`src/rtl/sample_acquisition_az_seq_pkg.sv`:
```
// Shared definitions for the auto-zero sample acquisition sequencer:
// state encodings, phase constants, idle azmux default and the monitor bit map.
package sample_acquisition_az_seq_pkg;

   typedef enum logic [2:0] {
      StIdle      = 3'd0,
      StPrecharge = 3'd1,
      StSample    = 3'd2,
      StWaitAdc   = 3'd3,
      StDone      = 3'd4
   } sa_state_e;

   localparam logic PHASE_HI = 1'b0;
   localparam logic PHASE_LO = 1'b1;

   localparam int unsigned AZMUX_IDLE_DEFAULT = 0;
   localparam int unsigned SAMPLE_COUNT_W     = 16;

   // monitor_o = {state[2:0], az_phase, adc_meas, sw_pc[1:0], meas_complete}
   function automatic logic [7:0] sa_monitor(input logic [2:0] st,
                                             input logic       phase,
                                             input logic       meas,
                                             input logic [1:0] pc,
                                             input logic       complete);
      return {st, phase, meas, pc, complete};
   endfunction

endpackage

```
`src/rtl/sample_acquisition_az_seq_if.sv`:
```
// Register-set / ADC / output-mux signal bundle of the acquisition sequencer.
// master drives the configuration and ADC strobe; slave is the sequencer.
interface sample_acquisition_az_seq_if #(
   parameter int unsigned AZMUX_W    = 4,
   parameter int unsigned NUM_PC     = 2,
   parameter int unsigned CNT_W      = 24,
   parameter int unsigned APERTURE_W = 32
);

   logic                  arm_i;
   logic [CNT_W-1:0]      p_clk_count_precharge;
   logic [APERTURE_W-1:0] p_clk_sample_duration;
   logic [AZMUX_W-1:0]    p_azmux_hi;
   logic [AZMUX_W-1:0]    p_azmux_lo;
   logic [NUM_PC-1:0]     p_pc_sel;
   logic                  p_az_en;
   logic                  adc_valid_i;

   logic [AZMUX_W-1:0]    azmux_o;
   logic [NUM_PC-1:0]     sw_pc_o;
   logic                  adc_meas_o;
   logic                  meas_complete_o;
   logic                  az_phase_o;
   logic [15:0]           sample_count_o;
   logic                  timeout_o;
   logic [2:0]            state_o;
   logic [7:0]            monitor_o;

   modport master (
      output arm_i, p_clk_count_precharge, p_clk_sample_duration, p_azmux_hi, p_azmux_lo,
             p_pc_sel, p_az_en, adc_valid_i,
      input  azmux_o, sw_pc_o, adc_meas_o, meas_complete_o, az_phase_o, sample_count_o,
             timeout_o, state_o, monitor_o
   );

   modport slave (
      input  arm_i, p_clk_count_precharge, p_clk_sample_duration, p_azmux_hi, p_azmux_lo,
             p_pc_sel, p_az_en, adc_valid_i,
      output azmux_o, sw_pc_o, adc_meas_o, meas_complete_o, az_phase_o, sample_count_o,
             timeout_o, state_o, monitor_o
   );

endinterface

```
`src/rtl/sample_acquisition_az_seq_down_counter.sv`:
```
// Loadable down counter; a load of N makes zero_o rise after exactly max(N,1) cycles
// of the owning phase (a zero load is treated as 1, never as 2^Width).
module sample_acquisition_az_seq_down_counter #(
   parameter int unsigned Width = 8
) (
   input  logic             clk,
   input  logic             reset,
   input  logic             load_i,
   input  logic             enable_i,
   input  logic [Width-1:0] value_i,
   output logic             zero_o
);

   logic [Width-1:0] cnt_q;

   always_ff @(posedge clk) begin
      if (reset) begin
         cnt_q <= '0;
      end else if (load_i) begin
         cnt_q <= (value_i == '0) ? '0 : value_i - Width'(1);
      end else if (enable_i && (cnt_q != '0)) begin
         cnt_q <= cnt_q - Width'(1);
      end
   end

   assign zero_o = (cnt_q == '0);

endmodule

```
`src/rtl/sample_acquisition_az_seq.sv`:
```
// Sequences precharge switches, az mux and the ADC window, alternating HI/LO samples
// when auto-zero is enabled; adds arm/abort, ADC done handshake, timeout and counters.
module sample_acquisition_az_seq
   import sample_acquisition_az_seq_pkg::*;
#(
   parameter int unsigned AZMUX_W      = 4,
   parameter int unsigned NUM_PC       = 2,
   parameter int unsigned CNT_W        = 24,
   parameter int unsigned APERTURE_W   = 32,
   parameter int unsigned TIMEOUT_CLKS = 1000,
   parameter int unsigned AZMUX_IDLE   = AZMUX_IDLE_DEFAULT
) (
   input  logic                     clk,
   input  logic                     reset,
   sample_acquisition_az_seq_if.slave bus
);

   localparam int unsigned TimeoutW = $clog2(TIMEOUT_CLKS + 1);
   localparam logic [AZMUX_W-1:0] AzmuxIdle = AZMUX_W'(AZMUX_IDLE);

   sa_state_e             state_q;
   logic                  arm_q;
   logic                  phase_q;
   logic                  az_phase_q;
   logic                  adc_meas_q;
   logic                  meas_complete_q;
   logic                  timeout_q;
   logic                  az_en_q;
   logic [AZMUX_W-1:0]    azmux_q;
   logic [AZMUX_W-1:0]    azmux_hi_q;
   logic [AZMUX_W-1:0]    azmux_lo_q;
   logic [NUM_PC-1:0]     sw_pc_q;
   logic [NUM_PC-1:0]     pc_sel_q;
   logic [CNT_W-1:0]      pc_count_q;
   logic [APERTURE_W-1:0] aperture_q;
   logic [15:0]           sample_count_q;

   logic                  arm_rise;
   logic                  abort;
   logic                  next_phase;
   logic [AZMUX_W-1:0]    next_azmux;
   logic                  pc_load, ap_load, to_load;
   logic                  pc_zero, ap_zero, to_zero;
   logic [CNT_W-1:0]      pc_value;

   assign arm_rise   = bus.arm_i & ~arm_q;
   assign abort      = ~bus.arm_i & (state_q inside {StPrecharge, StSample, StWaitAdc});
   assign next_phase = az_en_q ? ~phase_q : PHASE_HI;
   assign next_azmux = (next_phase == PHASE_LO) ? azmux_lo_q : azmux_hi_q;

   // The first precharge loads straight from the register field at the arm edge.
   assign pc_load  = ((state_q == StIdle) && arm_rise) || ((state_q == StDone) && bus.arm_i);
   assign pc_value = (state_q == StIdle) ? bus.p_clk_count_precharge : pc_count_q;
   assign ap_load  = (state_q == StPrecharge) && pc_zero;
   assign to_load  = (state_q == StSample) && ap_zero;

   sample_acquisition_az_seq_down_counter #(.Width(CNT_W)) u_pc_cnt (
      .clk      (clk),
      .reset    (reset),
      .load_i   (pc_load),
      .enable_i (state_q == StPrecharge),
      .value_i  (pc_value),
      .zero_o   (pc_zero)
   );

   sample_acquisition_az_seq_down_counter #(.Width(APERTURE_W)) u_ap_cnt (
      .clk      (clk),
      .reset    (reset),
      .load_i   (ap_load),
      .enable_i (state_q == StSample),
      .value_i  (aperture_q),
      .zero_o   (ap_zero)
   );

   sample_acquisition_az_seq_down_counter #(.Width(TimeoutW)) u_to_cnt (
      .clk      (clk),
      .reset    (reset),
      .load_i   (to_load),
      .enable_i (state_q == StWaitAdc),
      .value_i  (TimeoutW'(TIMEOUT_CLKS)),
      .zero_o   (to_zero)
   );

   always_ff @(posedge clk) begin
      if (reset) begin
         state_q         <= StIdle;
         arm_q           <= 1'b0;
         phase_q         <= PHASE_HI;
         az_phase_q      <= PHASE_HI;
         adc_meas_q      <= 1'b0;
         meas_complete_q <= 1'b0;
         timeout_q       <= 1'b0;
         az_en_q         <= 1'b0;
         azmux_q         <= AzmuxIdle;
         azmux_hi_q      <= '0;
         azmux_lo_q      <= '0;
         sw_pc_q         <= '0;
         pc_sel_q        <= '0;
         pc_count_q      <= '0;
         aperture_q      <= '0;
         sample_count_q  <= '0;
      end else begin
         arm_q           <= bus.arm_i;
         meas_complete_q <= 1'b0;
         if (abort) begin
            // Abort beats a coincident adc_valid_i; count, phase and timeout hold.
            state_q    <= StIdle;
            azmux_q    <= AzmuxIdle;
            sw_pc_q    <= '0;
            adc_meas_q <= 1'b0;
         end else begin
            unique case (state_q)
               StIdle: begin
                  if (arm_rise) begin
                     state_q    <= StPrecharge;
                     pc_count_q <= bus.p_clk_count_precharge;
                     aperture_q <= bus.p_clk_sample_duration;
                     azmux_hi_q <= bus.p_azmux_hi;
                     azmux_lo_q <= bus.p_azmux_lo;
                     pc_sel_q   <= bus.p_pc_sel;
                     az_en_q    <= bus.p_az_en;
                     phase_q    <= PHASE_HI;
                     az_phase_q <= PHASE_HI;
                     timeout_q  <= 1'b0;
                     azmux_q    <= bus.p_azmux_hi;
                     sw_pc_q    <= bus.p_pc_sel;
                  end
               end
               StPrecharge: begin
                  if (pc_zero) begin
                     state_q    <= StSample;
                     sw_pc_q    <= '0;
                     adc_meas_q <= 1'b1;
                  end
               end
               StSample: begin
                  if (ap_zero) begin
                     state_q    <= StWaitAdc;
                     adc_meas_q <= 1'b0;
                  end
               end
               StWaitAdc: begin
                  if (bus.adc_valid_i) begin
                     state_q         <= StDone;
                     meas_complete_q <= 1'b1;
                     sample_count_q  <= sample_count_q + 16'd1;
                     az_phase_q      <= phase_q;
                  end else if (to_zero) begin
                     state_q   <= StIdle;
                     timeout_q <= 1'b1;
                     azmux_q   <= AzmuxIdle;
                  end
               end
               StDone: begin
                  phase_q <= next_phase;
                  if (bus.arm_i) begin
                     state_q    <= StPrecharge;
                     azmux_q    <= next_azmux;
                     sw_pc_q    <= pc_sel_q;
                     az_phase_q <= next_phase;
                  end else begin
                     state_q <= StIdle;
                     azmux_q <= AzmuxIdle;
                  end
               end
               default: state_q <= StIdle;
            endcase
         end
      end
   end

   assign bus.azmux_o         = azmux_q;
   assign bus.sw_pc_o         = sw_pc_q;
   assign bus.adc_meas_o      = adc_meas_q;
   assign bus.meas_complete_o = meas_complete_q;
   assign bus.az_phase_o      = az_phase_q;
   assign bus.sample_count_o  = sample_count_q;
   assign bus.timeout_o       = timeout_q;
   assign bus.state_o         = state_q;
   assign bus.monitor_o       = sa_monitor(state_q, az_phase_q, adc_meas_q, sw_pc_q[1:0],
                                           meas_complete_q);

endmodule

```
`src/flat_wrapper.sv`:
```
// flat-port wrapper written by rule: the top's interface ports become plain ports
module sample_acquisition_az_seq_flat import sample_acquisition_az_seq_pkg::*;
#(
   parameter int unsigned AZMUX_W      = 4,
   parameter int unsigned NUM_PC       = 2,
   parameter int unsigned CNT_W        = 24,
   parameter int unsigned APERTURE_W   = 32,
   parameter int unsigned TIMEOUT_CLKS = 1000,
   parameter int unsigned AZMUX_IDLE   = AZMUX_IDLE_DEFAULT
)
  (clk, reset, bus_arm_i, bus_p_clk_count_precharge, bus_p_clk_sample_duration, bus_p_azmux_hi, bus_p_azmux_lo, bus_p_pc_sel, bus_p_az_en, bus_adc_valid_i, bus_azmux_o, bus_sw_pc_o, bus_adc_meas_o, bus_meas_complete_o, bus_az_phase_o, bus_sample_count_o, bus_timeout_o, bus_state_o, bus_monitor_o);
  sample_acquisition_az_seq_if #(.AZMUX_W(AZMUX_W), .NUM_PC(NUM_PC), .CNT_W(CNT_W), .APERTURE_W(APERTURE_W)) bus_i ();
  input  logic clk;
  input  logic reset;
  input wire logic [$bits(bus_i.arm_i)-1:0] bus_arm_i;
  input wire logic [$bits(bus_i.p_clk_count_precharge)-1:0] bus_p_clk_count_precharge;
  input wire logic [$bits(bus_i.p_clk_sample_duration)-1:0] bus_p_clk_sample_duration;
  input wire logic [$bits(bus_i.p_azmux_hi)-1:0] bus_p_azmux_hi;
  input wire logic [$bits(bus_i.p_azmux_lo)-1:0] bus_p_azmux_lo;
  input wire logic [$bits(bus_i.p_pc_sel)-1:0] bus_p_pc_sel;
  input wire logic [$bits(bus_i.p_az_en)-1:0] bus_p_az_en;
  input wire logic [$bits(bus_i.adc_valid_i)-1:0] bus_adc_valid_i;
  output wire logic [$bits(bus_i.azmux_o)-1:0] bus_azmux_o;
  output wire logic [$bits(bus_i.sw_pc_o)-1:0] bus_sw_pc_o;
  output wire logic [$bits(bus_i.adc_meas_o)-1:0] bus_adc_meas_o;
  output wire logic [$bits(bus_i.meas_complete_o)-1:0] bus_meas_complete_o;
  output wire logic [$bits(bus_i.az_phase_o)-1:0] bus_az_phase_o;
  output wire logic [$bits(bus_i.sample_count_o)-1:0] bus_sample_count_o;
  output wire logic [$bits(bus_i.timeout_o)-1:0] bus_timeout_o;
  output wire logic [$bits(bus_i.state_o)-1:0] bus_state_o;
  output wire logic [$bits(bus_i.monitor_o)-1:0] bus_monitor_o;
  assign bus_i.arm_i = bus_arm_i;
  assign bus_i.p_clk_count_precharge = bus_p_clk_count_precharge;
  assign bus_i.p_clk_sample_duration = bus_p_clk_sample_duration;
  assign bus_i.p_azmux_hi = bus_p_azmux_hi;
  assign bus_i.p_azmux_lo = bus_p_azmux_lo;
  assign bus_i.p_pc_sel = bus_p_pc_sel;
  assign bus_i.p_az_en = bus_p_az_en;
  assign bus_i.adc_valid_i = bus_adc_valid_i;
  assign bus_azmux_o = bus_i.azmux_o;
  assign bus_sw_pc_o = bus_i.sw_pc_o;
  assign bus_adc_meas_o = bus_i.adc_meas_o;
  assign bus_meas_complete_o = bus_i.meas_complete_o;
  assign bus_az_phase_o = bus_i.az_phase_o;
  assign bus_sample_count_o = bus_i.sample_count_o;
  assign bus_timeout_o = bus_i.timeout_o;
  assign bus_state_o = bus_i.state_o;
  assign bus_monitor_o = bus_i.monitor_o;
  sample_acquisition_az_seq #(.AZMUX_W(AZMUX_W), .NUM_PC(NUM_PC), .CNT_W(CNT_W), .APERTURE_W(APERTURE_W), .TIMEOUT_CLKS(TIMEOUT_CLKS), .AZMUX_IDLE(AZMUX_IDLE)) u_core (.clk(clk), .reset(reset), .bus(bus_i));
endmodule
```
`config.mk`:
```
export PLATFORM = sky130hd
export DESIGN_NAME = sample_acquisition_az_seq_flat
export DESIGN_NICKNAME = d
export VERILOG_FILES = /design/src/rtl/sample_acquisition_az_seq_pkg.sv /design/src/rtl/sample_acquisition_az_seq_if.sv /design/src/rtl/sample_acquisition_az_seq_down_counter.sv /design/src/rtl/sample_acquisition_az_seq.sv /design/src/flat_wrapper.sv
export SDC_FILE = /design/constraint.sdc
export NUM_CORES = 1
export LEC_CHECK = 0
export CORE_MARGIN = 2
export CORE_UTILIZATION = 55
export DETAILED_ROUTE_END_ITERATION = 7
export PLACE_DENSITY = 0.78
export REMOVE_ABC_BUFFERS = 1
export SETUP_SLACK_MARGIN = 0.2
export SYNTH_ARGS = -nofsm -noshare
export SYNTH_HDL_FRONTEND = slang
export SYNTH_HIERARCHICAL = 1
export SYNTH_SLANG_ARGS = --single-unit
```
`constraint.sdc`:
```
create_clock -name clk -period 3.9 [get_ports clk]
set_input_delay 0.39 -clock clk [delete_from_list [all_inputs] [get_ports clk]]
set_output_delay 0.39 -clock clk [all_outputs]
set_load 0.02 [all_outputs]
```
Word level (Yosys, flattened, before mapping)
Index checks and enable logic that the tools add are counted.
Cells by class
  $add $sub $neg: 6
  equal/unequal tests: 12
  multiplexer cells: 39
  bitwise operators: 7
  reduce and logical (&&, ||, !) cells: 38
Operators with widths (number)
  $mux W24: 4
  $mux W32: 3
  $logic_not A32 Y1: 2
  $sub A32 B1 Y32 const B: 2
  $logic_not A24 Y1: 2
  $sub A24 B1 Y24 const B: 2
  $reduce_bool A32 Y1: 1
  $reduce_bool A24 Y1: 1
  $mux W10: 2
  $mux W4: 5
  $add A16 B1 Y16 const B: 1
  $mux W3: 5
  $pmux W3 S5: 1
  $pmux W4 S3: 1
  $reduce_and A3 Y1: 4
  $reduce_and A4 Y1: 3
  $reduce_bool A2 Y1: 6
  $logic_not A10 Y1: 1
  $mux W1: 10
  $reduce_and A5 Y1: 2
  $reduce_bool A10 Y1: 1
  $sub A10 B1 Y10 const B: 1
  $reduce_bool A3 Y1: 3
  $ne A2 B1 Y1 const B: 4
  16 further kinds: 35
Word-level totals
  bits in registers: 164
  output and inout port bits: 37

Longest topological paths before layout
  depth after elaboration: 5
  depth in mapped cells: 13
  gate-level depth less buffers: 12

By module
The synthesis kept the hierarchy.
By module, submodules not included
  sample_acquisition_az_seq: instances 1, cells each 516, area each 4219.0 µm², sequential area each 1961.9 µm²
  sample_acquisition_az_seq_down_counter at u_core.u_ap_cnt: instances 1, cells each 356, area each 2653.8 µm², sequential area each 640.6 µm²
  sample_acquisition_az_seq_down_counter at u_core.u_pc_cnt: instances 1, cells each 246, area each 1954.4 µm², sequential area each 480.5 µm²
  sample_acquisition_az_seq_down_counter at u_core.u_to_cnt: instances 1, cells each 115, area each 895.9 µm², sequential area each 200.2 µm²

Worst setup path after synthesis
OpenSTA, ideal clock, no wires.
  kind: register to register
  from: register u_core.state_q[0], in the netlist u_core/bus.state_o[0]
  to: register u_core.u_pc_cnt.cnt_q[15]
  library setup time: 0.124 ns
  data arrival time: 3.170 ns
  slack: 0.606 ns
  stages on the path, launching flop included: 13
  buffers on the path: 4
  cell sequence: dfxtp_1 > clkbuf_1 > nor3_2 > clkbuf_1 > mux2_2 > nor4_4 > nand4_1 > nand4b_1 > and2_1 > clkbuf_1 > buf_2 > a31oi_1 > o21ai_0
On the way
  cells in the longest elaborated chain, start to end: 5
RTL lines
  from (decl): line sample_acquisition_az_seq.sv:21  | sa_state_e state_q;
  from (signal assigned): line sample_acquisition_az_seq.sv:86  | state_q <= StIdle;
  from (signal assigned): line sample_acquisition_az_seq.sv:107  | state_q <= StIdle;
  from (signal assigned): line sample_acquisition_az_seq.sv:115  | state_q <= StPrecharge;
  $logic_not A3 Y1 *: line sample_acquisition_az_seq.sv:53  | assign pc_value = (state_q == StIdle) ? bus.p_clk_count_precharge : pc_count_q;
  $mux W24 *: line sample_acquisition_az_seq.sv:53
  named net u_core.pc_value[9]: line sample_acquisition_az_seq.sv:44  | logic [CNT_W-1:0] pc_value;
  $sub A24 B1 Y24 or $logic_not A24 Y1 (tied branches): line sample_acquisition_az_seq_down_counter.sv:20  | cnt_q <= (value_i == '0) ? '0 : value_i - Width'(1);
  $mux W24 *: line sample_acquisition_az_seq_down_counter.sv:20
  $mux W24 *: line sample_acquisition_az_seq_down_counter.sv:19  | end else if (load_i) begin
  to (signal assigned): line sample_acquisition_az_seq_down_counter.sv:20
  to (signal assigned): line sample_acquisition_az_seq_down_counter.sv:22  | cnt_q <= cnt_q - Width'(1);
  to (decl): line sample_acquisition_az_seq_down_counter.sv:14  | logic [Width-1:0] cnt_q;
The timed path passes the listed nets; every way through them passes the cells marked *.
A chain may end at the register's enable or synchronous reset.

Final worst setup path
  from: register u_core.state_q[2], in the netlist u_core/bus.state_o[2]
  to: register u_core.u_pc_cnt.cnt_q[2]
On the way
  cells in the longest elaborated chain, start to end: 5
RTL lines (line)
  $logic_not A3 Y1: sample_acquisition_az_seq.sv:53
  $mux W24: sample_acquisition_az_seq.sv:53
  named net u_core.pc_value[9]: sample_acquisition_az_seq.sv:44
  $logic_not A24 Y1: sample_acquisition_az_seq_down_counter.sv:20
  $mux W24: sample_acquisition_az_seq_down_counter.sv:20
  $mux W24: sample_acquisition_az_seq_down_counter.sv:19
The timed path passes the listed nets, and every way through them passes these cells.

==> flow_summary.yaml <==
power_and_ir_drop:
  p_leak_nw: 4.43
  pwr-share-comb_pct: 33.1
  seqPwrFrac_pct: 35.8
  p_int_mw: 3.52
  switching_share_pct: 35.6
  pwr-share-clk_pct: 31.2
  p_switching_mw: 1.95
  worst_ir_drop_vdd_uv: 522
  power_density_nw_per_um2: 466
worst_setup_path:
  critPathCaptureType: "register"
  cp_max_fo: 15
  cp.arrival_ns: 3.59
  worstSetupPathType: "register to register"
  critPathRequiredTime_ns: 4.19
  critPathLaunchType: "register"
  reg2regPathDepth: 9
logic_synthesis:
  syn_area_um2: 9720
  synth_top_area_cell: "dfxtp_1"
  synth_seq_area_share_pct: 33.8
  postSynthAreaPerCell_um2: 7.89
  ys_types: 95
  synthTopCellsByCount: "nand2_1 (190), dfxtp_1 (164), a21oi_1 (115)"
  synth_top_flop_cell: "dfxtp_1"
  ys_ff_latch: 164
  synth.top_cell.area_share_pct: 33.8
  synth_top_cells_by_area: "dfxtp_1 (34%), nand2_1 (7.3%), a21oi_1 (5.9%)"
  synthCells: 1233
  post-synth-top-count-cell: "nand2_1"
  synth_edf_count: 0
  synthArstFlopShare_pct: 0
  yosysWarnings: 6
placed_design:
  io_buffers: 107
  gp_congestion: 0.933
  dp.final_hpwl_um: 19300
  place_ws_ns: 0.715
sta:
  tns_ns: 0
  worst_pin_slew_ns: 0.838
  setup_violations: 0
  rsz0062_at_grt: "false"
  fmaxAchievable_ghz: 0.302
  fin_ws_ns: 0.594
  period_share_pct: 84.8
  final_hold_viol_count: 0
  maxSlewHeadroom_pct: 44.0
  holdWs_ns: 0.407
  period_minus_slack_ns: 3.31
  fin_skew_ns: 0.00786
  slew_viol_final: 0
flow_run:
  cap_viol_max_count: 0
global_routing:
  grt_overflow: 0
  grt_max_degree: 68
  grt_pass1_vias: 8800
  grt_pass1_wl_um: 43800
  grt_util_all_layers_pct: 29.1
  antenna_found_initial: 0
floorplanning:
  dieArea_um2: 18800
  ios: 108
  std_cell_rows: 48
  start_util_pct: 56.2
  die_h_um: 137
  core_um2: 17300
  die_w_um: 137
detailed_routing:
  remaining_drc_errors: 0
  num_vias: 9671
  dr.pass1.iters: 6
  drtAntennaViolNets: 0
  drtIter0Drc: 966
  totalWireLength_um: 27300
  vias_per_cell: 6.04
  wl_per_cell_um: 17.0
final_layout:
  area_growth_pct: 20.7
  drive_gt1_share_pct: 9.88
  fill_cells: 1469
  n_antenna_cell: 0
  multiInputGateArea_um2: 6220
  utilization_pct: 67.9
  regArea_um2: 3280
  nNetsFinal: 1444
clock_tree:
  cts_inserted_buffers: 17
  clockBufferDepth: 2
  clk_latency_ns: 0.43
  clock-root-buffer: "clkbuf_16"
  ctsResizeCount: 0
  clock-sinks: 164
  clk_pin_slew_worst_paths_ns: 0.06
  post-cts-setup-buffers: 0
  htree_levels: 4
  cts_tree: "done"
  cts_hold_buffers: 0
min_path:
  hold_depth: 2
  min_path_type: "primary input to register"
outcome:
  status: "finished, final reports clean"
==> kinds of logic (layout without fill, tap and decap cells) <==
logic type	after synthesis	count (layout)	synth area share, %
buffers and inverters	101	188	4.54
adder cells (fa/ha/maj)	11	11	1.39
multiplexers	41	41	4.66
XOR/XNOR	65	65	5.86
flip-flops	164	164	33.8
AO/OA/AOI/OAI	287	287	19.4
AND/OR/NAND/NOR	562	562	30.3
other	2	58	0.0772
==> power by group through the flow <==
stage	clock [mW]	combinational [mW]	sequential [mW]
5_1_grt	1.79	1.97	1.97
3_5_place_dp	0	1.75	1.98
6_report	1.70	1.81	1.95
4_1_cts	1.72	1.77	1.95
2_1_floorplan	0	1.23	1.98
3_3_place_gp	0	1.72	1.98
==> cells in the final DEF (no fill, tap or decap), types with 18 or more instances in the layout <==
cell,count
mux2_2,34
conb_1,58
clkdlybuf4s50_1,106
dfxtp_1,164
a21oi_1,115
nor4_1,35
buf_4,19
nand2_1,189
o21ai_0,29
xnor2_1,35
nor3_1,54
nand3_1,34
nand4_1,18
xor2_1,30
nor2_1,99
inv_1,29
==> flip-flops by register name, summed over array words and instances, names as in the netlist, 2 cells and up <==
| register | count |
|---|---|
| u_core/bus.state_o | 3 |
| u_core/bus.sw_pc_o | 2 |
| u_core/bus.sample_count_o | 16 |
| u_core/u_ap_cnt/cnt_q | 32 |
| u_core/pc_count_q | 24 |
| u_core/azmux_lo_q | 4 |
| u_core/bus.azmux_o | 4 |
| u_core/azmux_hi_q | 4 |
| u_core/pc_sel_q | 2 |
| u_core/u_to_cnt/cnt_q | 10 |
| u_core/u_pc_cnt/cnt_q | 24 |
| u_core/aperture_q | 32 |
==> layer usage <==
metal	GRT usage, %	vias up	part of all wire [%]
met2	45.4	333	45
met1	40.3	4560	46
met3	4.81	55	6.0
li1	-	4723	-
met5	0	-	0
met4	10.9	0	2.6
==> worst max-delay path, cell delays in order, from the launching register on <==
cell and delay (ns):
dfxtp_1 0.33, nor3_4 0.49, buf_4 0.28, mux2_2 0.40
nor4_4 0.36, nand4_1 0.23, nand4b_1 0.30, and2_1 0.42
a21oi_1 0.24, o21ai_0 0.11
==> worst paths after layout <==
path	startpoint	end	slack [ns]
hold / removal	reset	u_core/u_pc_cnt/cnt_q[20]$_SDFFE_PP0P_	0.41
setup reg to reg	u_core/bus.state_o[2]$_SDFFE_PP0P_	u_core/u_pc_cnt/cnt_q[2]$_SDFFE_PP0P_	0.59
setup / recovery	u_core/bus.state_o[2]$_SDFFE_PP0P_	u_core/u_pc_cnt/cnt_q[2]$_SDFFE_PP0P_	0.59
hold reg to reg	u_core/azmux_lo_q[1]$_SDFFE_PP0P_	u_core/azmux_lo_q[1]$_SDFFE_PP0P_	0.45
==> final cells by class <==
class | instances | area share [%]
multi-input combinational | 1024 | 53.0
sequential | 164 | 28.0
tap | 225 | 2.40
inverter | 29 | 0.927
timing repair buffer | 127 | 10.6
clock inverter | 12 | 1.11
clock buffer | 20 | 3.98
==> metrics by stage <==
step	power [mW]	area, µm²	instances
after floorplan	3.21	9600	1217
after global placement	3.70	11100	1569
after detailed placement	3.74	11100	1569
after CTS	5.44	11700	1601
after global routing	5.73	11700	1601
final	5.46	11700	1601
Power figures use the tool's default switching activity.
